File: src/rtl/ps2_scancode_rx.sv
// ---------------------------------------------------------------------------
// ps2_scancode_rx
//   Deframes the raw PS/2 keyboard stream into 8-bit scan codes. The 0xE0
//   (extended) and 0xF0 (break) prefix bytes are absorbed and attached as
//   flags to the next code byte.
//
// Ports
//   clk          system clock
//   rst_n        asynchronous active-low reset
//   ps2_clk      raw PS/2 clock pin (asynchronous to clk)
//   ps2_data     raw PS/2 data pin (asynchronous to clk)
//   scan_code    last accepted code byte, held until the next one
//   is_break     scan_code was preceded by 0xF0
//   is_extended  scan_code was preceded by 0xE0
//   code_valid   one-cycle pulse when a new non-prefix byte is presented
//   frame_err    one-cycle pulse on parity, stop-bit or timeout error
// ---------------------------------------------------------------------------
module ps2_scancode_rx #(
  parameter int SYNC_STAGES    = 2,
  parameter int TIMEOUT_CYCLES = 50000
) (
  input  logic       clk,
  input  logic       rst_n,
  input  logic       ps2_clk,
  input  logic       ps2_data,
  output logic [7:0] scan_code,
  output logic       is_break,
  output logic       is_extended,
  output logic       code_valid,
  output logic       frame_err
);

  typedef enum logic [1:0] {IDLE, DATA, PARITY, STOP} state_t;

  localparam int TW = (TIMEOUT_CYCLES > 2) ? $clog2(TIMEOUT_CYCLES) : 1;
  localparam logic [TW-1:0] TIMEOUT_LAST = TW'(TIMEOUT_CYCLES - 1);

  state_t            state_q, state_d;
  logic [SYNC_STAGES-1:0] clk_sync, data_sync;
  logic              clk_prev;
  logic              clk_s, data_s, fe;
  logic [2:0]        bitcnt;
  logic [7:0]        shreg;
  logic              par_q;
  logic [TW-1:0]     tcnt;
  logic              ext_pending, brk_pending;
  logic              stop_fe, timeout, frame_ok, accept, bad;

  // Synchronisers reset to 1 so the idle-high line never produces a
  // spurious falling edge coming out of reset.
  always_ff @(posedge clk or negedge rst_n) begin
    if (!rst_n) begin
      clk_sync  <= '1;
      data_sync <= '1;
      clk_prev  <= 1'b1;
    end else begin
      // NOTE: non-blocking assignments in clocked blocks so every flop
      // samples the pre-edge value; blocking here would collapse the chain.
      clk_sync  <= {clk_sync[SYNC_STAGES-2:0], ps2_clk};
      data_sync <= {data_sync[SYNC_STAGES-2:0], ps2_data};
      clk_prev  <= clk_s;
    end
  end

  assign clk_s  = clk_sync[SYNC_STAGES-1];
  assign data_s = data_sync[SYNC_STAGES-1];
  assign fe     = clk_prev & ~clk_s;

  always_ff @(posedge clk or negedge rst_n) begin
    if (!rst_n) state_q <= IDLE;
    else        state_q <= state_d;
  end

  always_comb begin
    // NOTE: every comb output gets a default first; otherwise a path that
    // skips an assignment infers a latch.
    state_d = state_q;
    stop_fe = 1'b0;
    timeout = 1'b0;
    case (state_q)
      IDLE:   if (fe && !data_s)          state_d = DATA;  // data=1 is a glitch
      DATA:   if (fe && bitcnt == 3'd7)   state_d = PARITY;
      PARITY: if (fe)                     state_d = STOP;
      STOP:   if (fe) begin
                state_d = IDLE;
                stop_fe = 1'b1;
              end
      default:                            state_d = IDLE;
    endcase
    // An edge in the threshold cycle wins over the timeout.
    if (state_q != IDLE && !fe && tcnt == TIMEOUT_LAST) begin
      timeout = 1'b1;
      state_d = IDLE;
    end
  end

  // Odd parity over data+parity, and the stop bit (current data) must be 1.
  assign frame_ok = (^{shreg, par_q}) & data_s;
  assign accept   = stop_fe & frame_ok;
  assign bad      = (stop_fe & ~frame_ok) | timeout;

  always_ff @(posedge clk or negedge rst_n) begin
    if (!rst_n) begin
      bitcnt      <= '0;
      shreg       <= '0;
      par_q       <= 1'b0;
      tcnt        <= '0;
      ext_pending <= 1'b0;
      brk_pending <= 1'b0;
      scan_code   <= '0;
      is_break    <= 1'b0;
      is_extended <= 1'b0;
      code_valid  <= 1'b0;
      frame_err   <= 1'b0;
    end else begin
      code_valid <= 1'b0;
      frame_err  <= bad;

      if (state_q == IDLE || fe) tcnt <= '0;
      else                       tcnt <= tcnt + TW'(1);

      if (fe) begin
        case (state_q)
          IDLE:    bitcnt <= '0;
          DATA: begin
            shreg  <= {data_s, shreg[7:1]};   // LSB arrives first
            bitcnt <= bitcnt + 3'd1;
          end
          PARITY:  par_q <= data_s;
          default: ;
        endcase
      end

      if (bad) begin
        ext_pending <= 1'b0;
        brk_pending <= 1'b0;
      end else if (accept) begin
        if (shreg == 8'hE0) begin
          ext_pending <= 1'b1;
        end else if (shreg == 8'hF0) begin
          brk_pending <= 1'b1;
        end else begin
          scan_code   <= shreg;
          is_break    <= brk_pending;
          is_extended <= ext_pending;
          code_valid  <= 1'b1;
          ext_pending <= 1'b0;
          brk_pending <= 1'b0;
        end
      end
    end
  end

endmodule

File: config.mk
export PLATFORM = sky130hd
export DESIGN_NAME = ps2_scancode_rx
export DESIGN_NICKNAME = d
export VERILOG_FILES = /design/src/rtl/ps2_scancode_rx.sv
export SDC_FILE = /design/constraint.sdc
export NUM_CORES = 1
export LEC_CHECK = 0
export CORE_ASPECT_RATIO = 1.5
export CORE_UTILIZATION = 48
export CTS_CLUSTER_SIZE = 40
export DETAILED_ROUTE_END_ITERATION = 7
export GPL_TIMING_DRIVEN = 0
export PLACE_DENSITY = 0.67
export SYNTH_ARGS = -nofsm -noshare
export SYNTH_HDL_FRONTEND = slang
export SYNTH_SLANG_ARGS = --single-unit
File: constraint.sdc
create_clock -name clk -period 5.32 [get_ports clk]
set_clock_uncertainty 0.2 [all_clocks]
set_input_delay 1.33 -clock clk [delete_from_list [all_inputs] [get_ports clk]]
set_output_delay 1.33 -clock clk [all_outputs]
set_load 0.02 [all_outputs]
======== Word-level counts from Yosys, hierarchy flattened ========
Index checks and enable logic that the tools add are counted.
word-level totals
  register bits ........................... 49
  output and inout port bits .............. 12
operators by class
  add/subtract/negate cells ............... 2
  equal/unequal tests ..................... 13
  multiplexer cells ....................... 23
  bitwise logic cells ..................... 10
  reductions and logical operators ........ 19
operators by type and width
  cell                                                  count
  adder 16 x 1 -> 16 bit (second input constant)        1
  equality test 16 bit (second input constant)          1
  equality test 8 bit (second input constant)           2
  2-to-1 mux 16 bit                                     1
  2-to-1 mux 1 bit                                      15
  != test 3 bit (second input constant)                 5
  2-to-1 mux 2 bit                                      5
  AND reduction 2 bit                                   5
  parity 9 bit                                          1
  one-hot mux 2 bit (4 select lines)                    1
  AND reduction 4 bit                                   2
  one-hot mux 3 bit (2 select lines)                    1
  nonzero test 2 bit                                    3
  NOT 1 bit                                             5
  AND 1 bit                                             4
  equality test 2 bit (second input constant)           2
  logical AND 1 bit                                     4
  adder 3 x 1 -> 3 bit (second input constant)          1
  equality test 3 bit (second input constant)           1
  equality test 2 x 1 -> 1 bit (second input constant)  1
  zero test 1 bit                                       2
  zero test 2 bit                                       1
  != test 2 bit (second input constant)                 1
  logical OR 1 bit                                      1
  bitwise OR 1 bit                                      1

======== Longest topological paths before layout ========
Gate-level depths: netlist (run 1).
  depth in word-level cells ............... 9
  gate-level depth with buffers ........... 8
  gate-level depth less buffers ........... 7

======== Worst setup path before layout (run 1) ========
OpenSTA, ideal clock, no wires.
  path type ............................... reg2reg
  from .................................... register shreg[2]
  to ...................................... register is_break
  library setup time ...................... 0.125 ns
  data arrival time ....................... 1.868 ns
  setup slack ............................. 3.127 ns
  cell stages (with the launch flop) ...... 7
  path buffers ............................ 1
  clock period less this slack ............ 2.193 ns
  cells stage by stage .................... dfrtp_1 xnor2_1 xnor3_1 xnor2_1 and4bb_4 buf_12 mux2_4
between the ends
  longest elaborated chain between the ends .. 7
ends and longest elaborated chain
  what                                      RTL line  source
  start: declaration                        43        logic [7:0] shreg;
  start signal: assignment                  126       shreg <= {data_s, shreg[7:1]};
  parity 9 bit                              98        assign frame_ok = (^{shreg, par_q}) & data_s;
  AND 1 bit                                 98
  NOT 1 bit                                 100       assign bad = (stop_fe & ~frame_ok) | timeout;
  AND 1 bit                                 100
  bitwise OR 1 bit                          100
  NOT 1 bit (no source line)                --
  AND reduction 4 bit (no source line) (*)  --
  end signal: assignment                    144       is_break <= brk_pending;
  end: declaration                          27        output logic is_break,
Mark *: on every way between the ends. The rest lies on a longest branch, timed or not.
A chain may end at the register's enable or synchronous reset.

======== Worst setup path in the final report (run 1) ========
  from .................................... register scan_code[0]
  to ...................................... output port scan_code[0]
RTL lines
  what                      RTL line  source
  start: declaration        26        output logic [7:0] scan_code,
  start signal: assignment  143       scan_code <= shreg;
No word-level cell between the ends.

==> results of run 1 <==
## area by class of cell
cell class	count	area, µm²	share of cell area
Buffer	5	35.0	0.0135
Clock buffer	5	68.8	0.0265
Clock inverter	3	68.8	0.0265
Inverter	4	15.0	0.00577
Multi-Input combinational cell	124	956	0.367
Sequential cell	49	1230	0.474
Tap cell	48	60.1	0.0231
Timing Repair Buffer	16	165	0.0635
## layer usage
metal | GRT usage | share of wire
met5 | 0 | 0
met4 | 0.0628 | 0.017
met3 | 0.0362 | 0.030
met2 | 0.320 | 0.57
met1 | 0.193 | 0.38
## cell usage after synthesis
| master | instances | area share |
|---|---|---|
| o2111ai_1 | 1 | 0.0039 |
| nand3_1 | 8 | 0.018 |
| a21oi_1 | 3 | 0.0067 |
| or3_1 | 4 | 0.011 |
| nor4_1 | 1 | 0.0028 |
| nor2_1 | 19 | 0.032 |
| clkbuf_1 | 4 | 0.0067 |
| nand4b_1 | 1 | 0.0039 |
| o21a_1 | 1 | 0.0034 |
| o21ai_0 | 7 | 0.016 |
| mux2_4 | 9 | 0.060 |
| o211ai_1 | 2 | 0.0067 |
| nand2_1 | 11 | 0.018 |
| xor2_1 | 7 | 0.027 |
| nand4_1 | 4 | 0.011 |
| and3_2 | 1 | 0.0034 |
| xnor2_1 | 10 | 0.039 |
| or4_1 | 1 | 0.0034 |
| xnor3_1 | 1 | 0.010 |
| o221a_2 | 2 | 0.010 |
| nor3_1 | 3 | 0.0067 |
| nor4b_1 | 1 | 0.0039 |
| nor2b_1 | 1 | 0.0028 |
| a21o_2 | 1 | 0.0039 |
| and3_1 | 2 | 0.0056 |
| inv_1 | 4 | 0.0067 |
| mux2_2 | 10 | 0.050 |
| buf_12 | 1 | 0.0089 |
| dfrtp_1 | 44 | 0.49 |
| dfstp_2 | 5 | 0.059 |
| nand2b_1 | 2 | 0.0056 |
| and4bb_4 | 1 | 0.0073 |
| a32o_1 | 2 | 0.0089 |
| ha_1 | 8 | 0.045 |
## worst reg2reg max path: stages (launching register included)
cell and delay (ps):
dfrtp_1 410, inv_1 120, ha_1 250, nand2b_1 150
clkbuf_1 180, or4_1 540, clkbuf_1 200, o2111ai_1 170
o211ai_1 120
## path summary, 6_finish.rpt
kind / start / end / slack, ps / depth (start not counted)
worst min-delay path: clk_sync[0] / clk_sync[1] / 160 / 0
max in group asynchronous: rst_n / shreg[3] / 3660 / 2
worst min register to register: clk_sync[0] / clk_sync[1] / 160 / 0
min in group asynchronous: rst_n / bitcnt[0] / 760 / 1
worst max register to register: state_q[0] / state_q[0] / 2860 / 8
worst max-delay path: scan_code[0] / scan_code[0] / 2510 / 1
## state kept, by name, indices dropped and copies added, names as in the netlist, 2 cells and up
| signal | count |
|---|---|
| bitcnt | 3 |
| clk_sync | 2 |
| data_sync | 2 |
| scan_code | 8 |
| shreg | 8 |
| state_q | 2 |
| tcnt | 16 |
## logic make-up after synthesis
kind of cell,count (synthesis)
fa+ha+maj,8
compound gates,19
mux,19
xor+xnor,18
flops,49
simple gates,60
buf+inv,9
## power breakdown
group / switching [mW] / leakage (nW) / internal [mW]
Clock: 0.123 / 0.0687 / 0.189
Sequential: 0.0708 / 0.647 / 0.449
Combinational: 0.184 / 0.446 / 0.207
## stage by stage
step | hold slack, ps | cell area (µm²)
after floorplan | 145 | 2240
after global placement | 145 | 2450
after detailed placement | 147 | 2460
after CTS | 160 | 2600
after global routing | 169 | 2600
final | 161 | 2600
==> out/qor.yml, run 1 <==
run_status:
  status: "finished with violations"
  violations: "design-rule violations"
global_route:
  grt_usage: 0.174
  grt_pass1_vias: 1478
  grt_pass1_wl_mm: 6.60
  grt_overflow: 0
  grt_antenna_before_repair: 0
  grt_max_degree: 32
clock_network:
  cts_sinks: 49
  root_buffer: "clkbuf_8"
  clk_latency_ps: 300
  ctsHoldBuffers: 0
  cts_resized: 0
  clock_path_buffers: 2
  cts_buffers: 5
  cts_tree: "done"
  clk_pin_slew_worst_paths_ps: 90
  htree_num_levels: 2
  post_cts_buffers: 0
layout:
  fillCellCount: 378
  final_cell_mix: "dfrtp_1 (44), nor2_1 (19), clkdlybuf4s50_1 (14), nand2_1 (11)"
  final_common_cell: "dfrtp_1"
  drive_gt1_frac: 0.194
  num_antenna_cells: 0
  final_core_util: 0.578
  nets: 217
  stdcell_count: 254
  syn_to_final_growth_pct: 16.2
power:
  p_per_area_nw_per_um2: 470
  peakVddDrop_uv: 291
  leakagePower_nw: 1.16
  p_total_mw: 1.22
sta:
  setup_viol: 0
  finalHoldViolations: 0
  fin_ws_ps: 2510
  rsz0062_at_grt: "false"
  slew_viol_final: 0
  min_period_ps: 2810
  max_clock_freq_mhz: 356
  relSlewSlack: 0.656
  setup_tns_ps: 0
  fin_crit_sh: 0.529
  tightest_slew_ps: 511
floorplan:
  rows: 30
  start_util: 0.497
  dieWidth_um: 57.8
  io_pins: 16
  fp.coreArea_um2: 4500
  fp.dieH_um: 85.6
  dieArea_um2: 4950
logic_synthesis:
  avgSynthCellArea_um2: 12.3
  synth_seq_cells: 49
  synthesis.nets: 194
  yosys.cell_types.count: 34
  yosys.area_share.xor_xnor: 0.0766
  synth-simple-area-share: 0.136
  syn_inst: 182
  yosysSeqAreaShare: 0.551
  syn-cell-area_um2: 2240
  synth_top_family_by_area: "simple AND/OR/NAND/NOR gates"
  synth_compound_area_frac: 0.0593
  synth_fa_ha_area_frac: 0.0447
  yosysWarnings: 0
  synth_mux_area_frac: 0.111
route:
  num_vias: 1461
  drc: 2
  wl_mm: 3.78
  wire_per_inst_um: 14.9
  firstDrtPassIters: 8
  ant_nets: 0
  first_iter_violations: 33
  viasPerCell: 5.75
worst_setup_path:
  crit_slowest_cell: "clkdlybuf4s50_1"
  worstSetupEndpointType: "output pin"
  crit_arrival_ps: 1280
  path_max_fanout: 2
  critical_path.cell_chain: "clkdlybuf4s50_1"
  critical_path_buf_inv_count: 1
  critical-path-max-stage-delay_ps: 620
  required_ps: 3790
  critPathKind: "reg2out"
  crit_path_start_kind: "register"
  crit_family: "buffers and inverters"
hold_path:
  holdCritPathClass: "reg2reg"
job:
  max-cap-violations: 0
place:
  io_buffers: 15
  place.gp.congestion: 0.804
  placed_cells: 246
  dp_hpwl_mm: 2.86
  dpl_worst_slack_ps: 2830
Power figures use the tool's default switching activity.
==> inputs of run 2 (changes only) <==
==> constraint.sdc (replaced) <==
create_clock -name clk -period 2.9 [get_ports clk]
set_clock_uncertainty 0.2 [all_clocks]
set_input_delay 0.725 -clock clk [delete_from_list [all_inputs] [get_ports clk]]
set_output_delay 0.725 -clock clk [all_outputs]
set_load 0.02 [all_outputs]
==> results of run 2 <==
The final DEF is identical to that of run 1. Status: finished with violations: design-rule violations.
Among the figures that moved: setup slack after placement 2830 ps -> 460 ps; setup slack after layout 2510 ps -> 435 ps; hold slack 161 ps -> 156 ps; start point of the critical path scan_code[0] -> state_q[0]; end point of the critical path scan_code[0] -> state_q[0]; register-to-register setup slack 2860 ps -> 440 ps; total power 1.22 mW -> 2.24 mW; worst IR drop on VDD 291 µV -> 533 µV
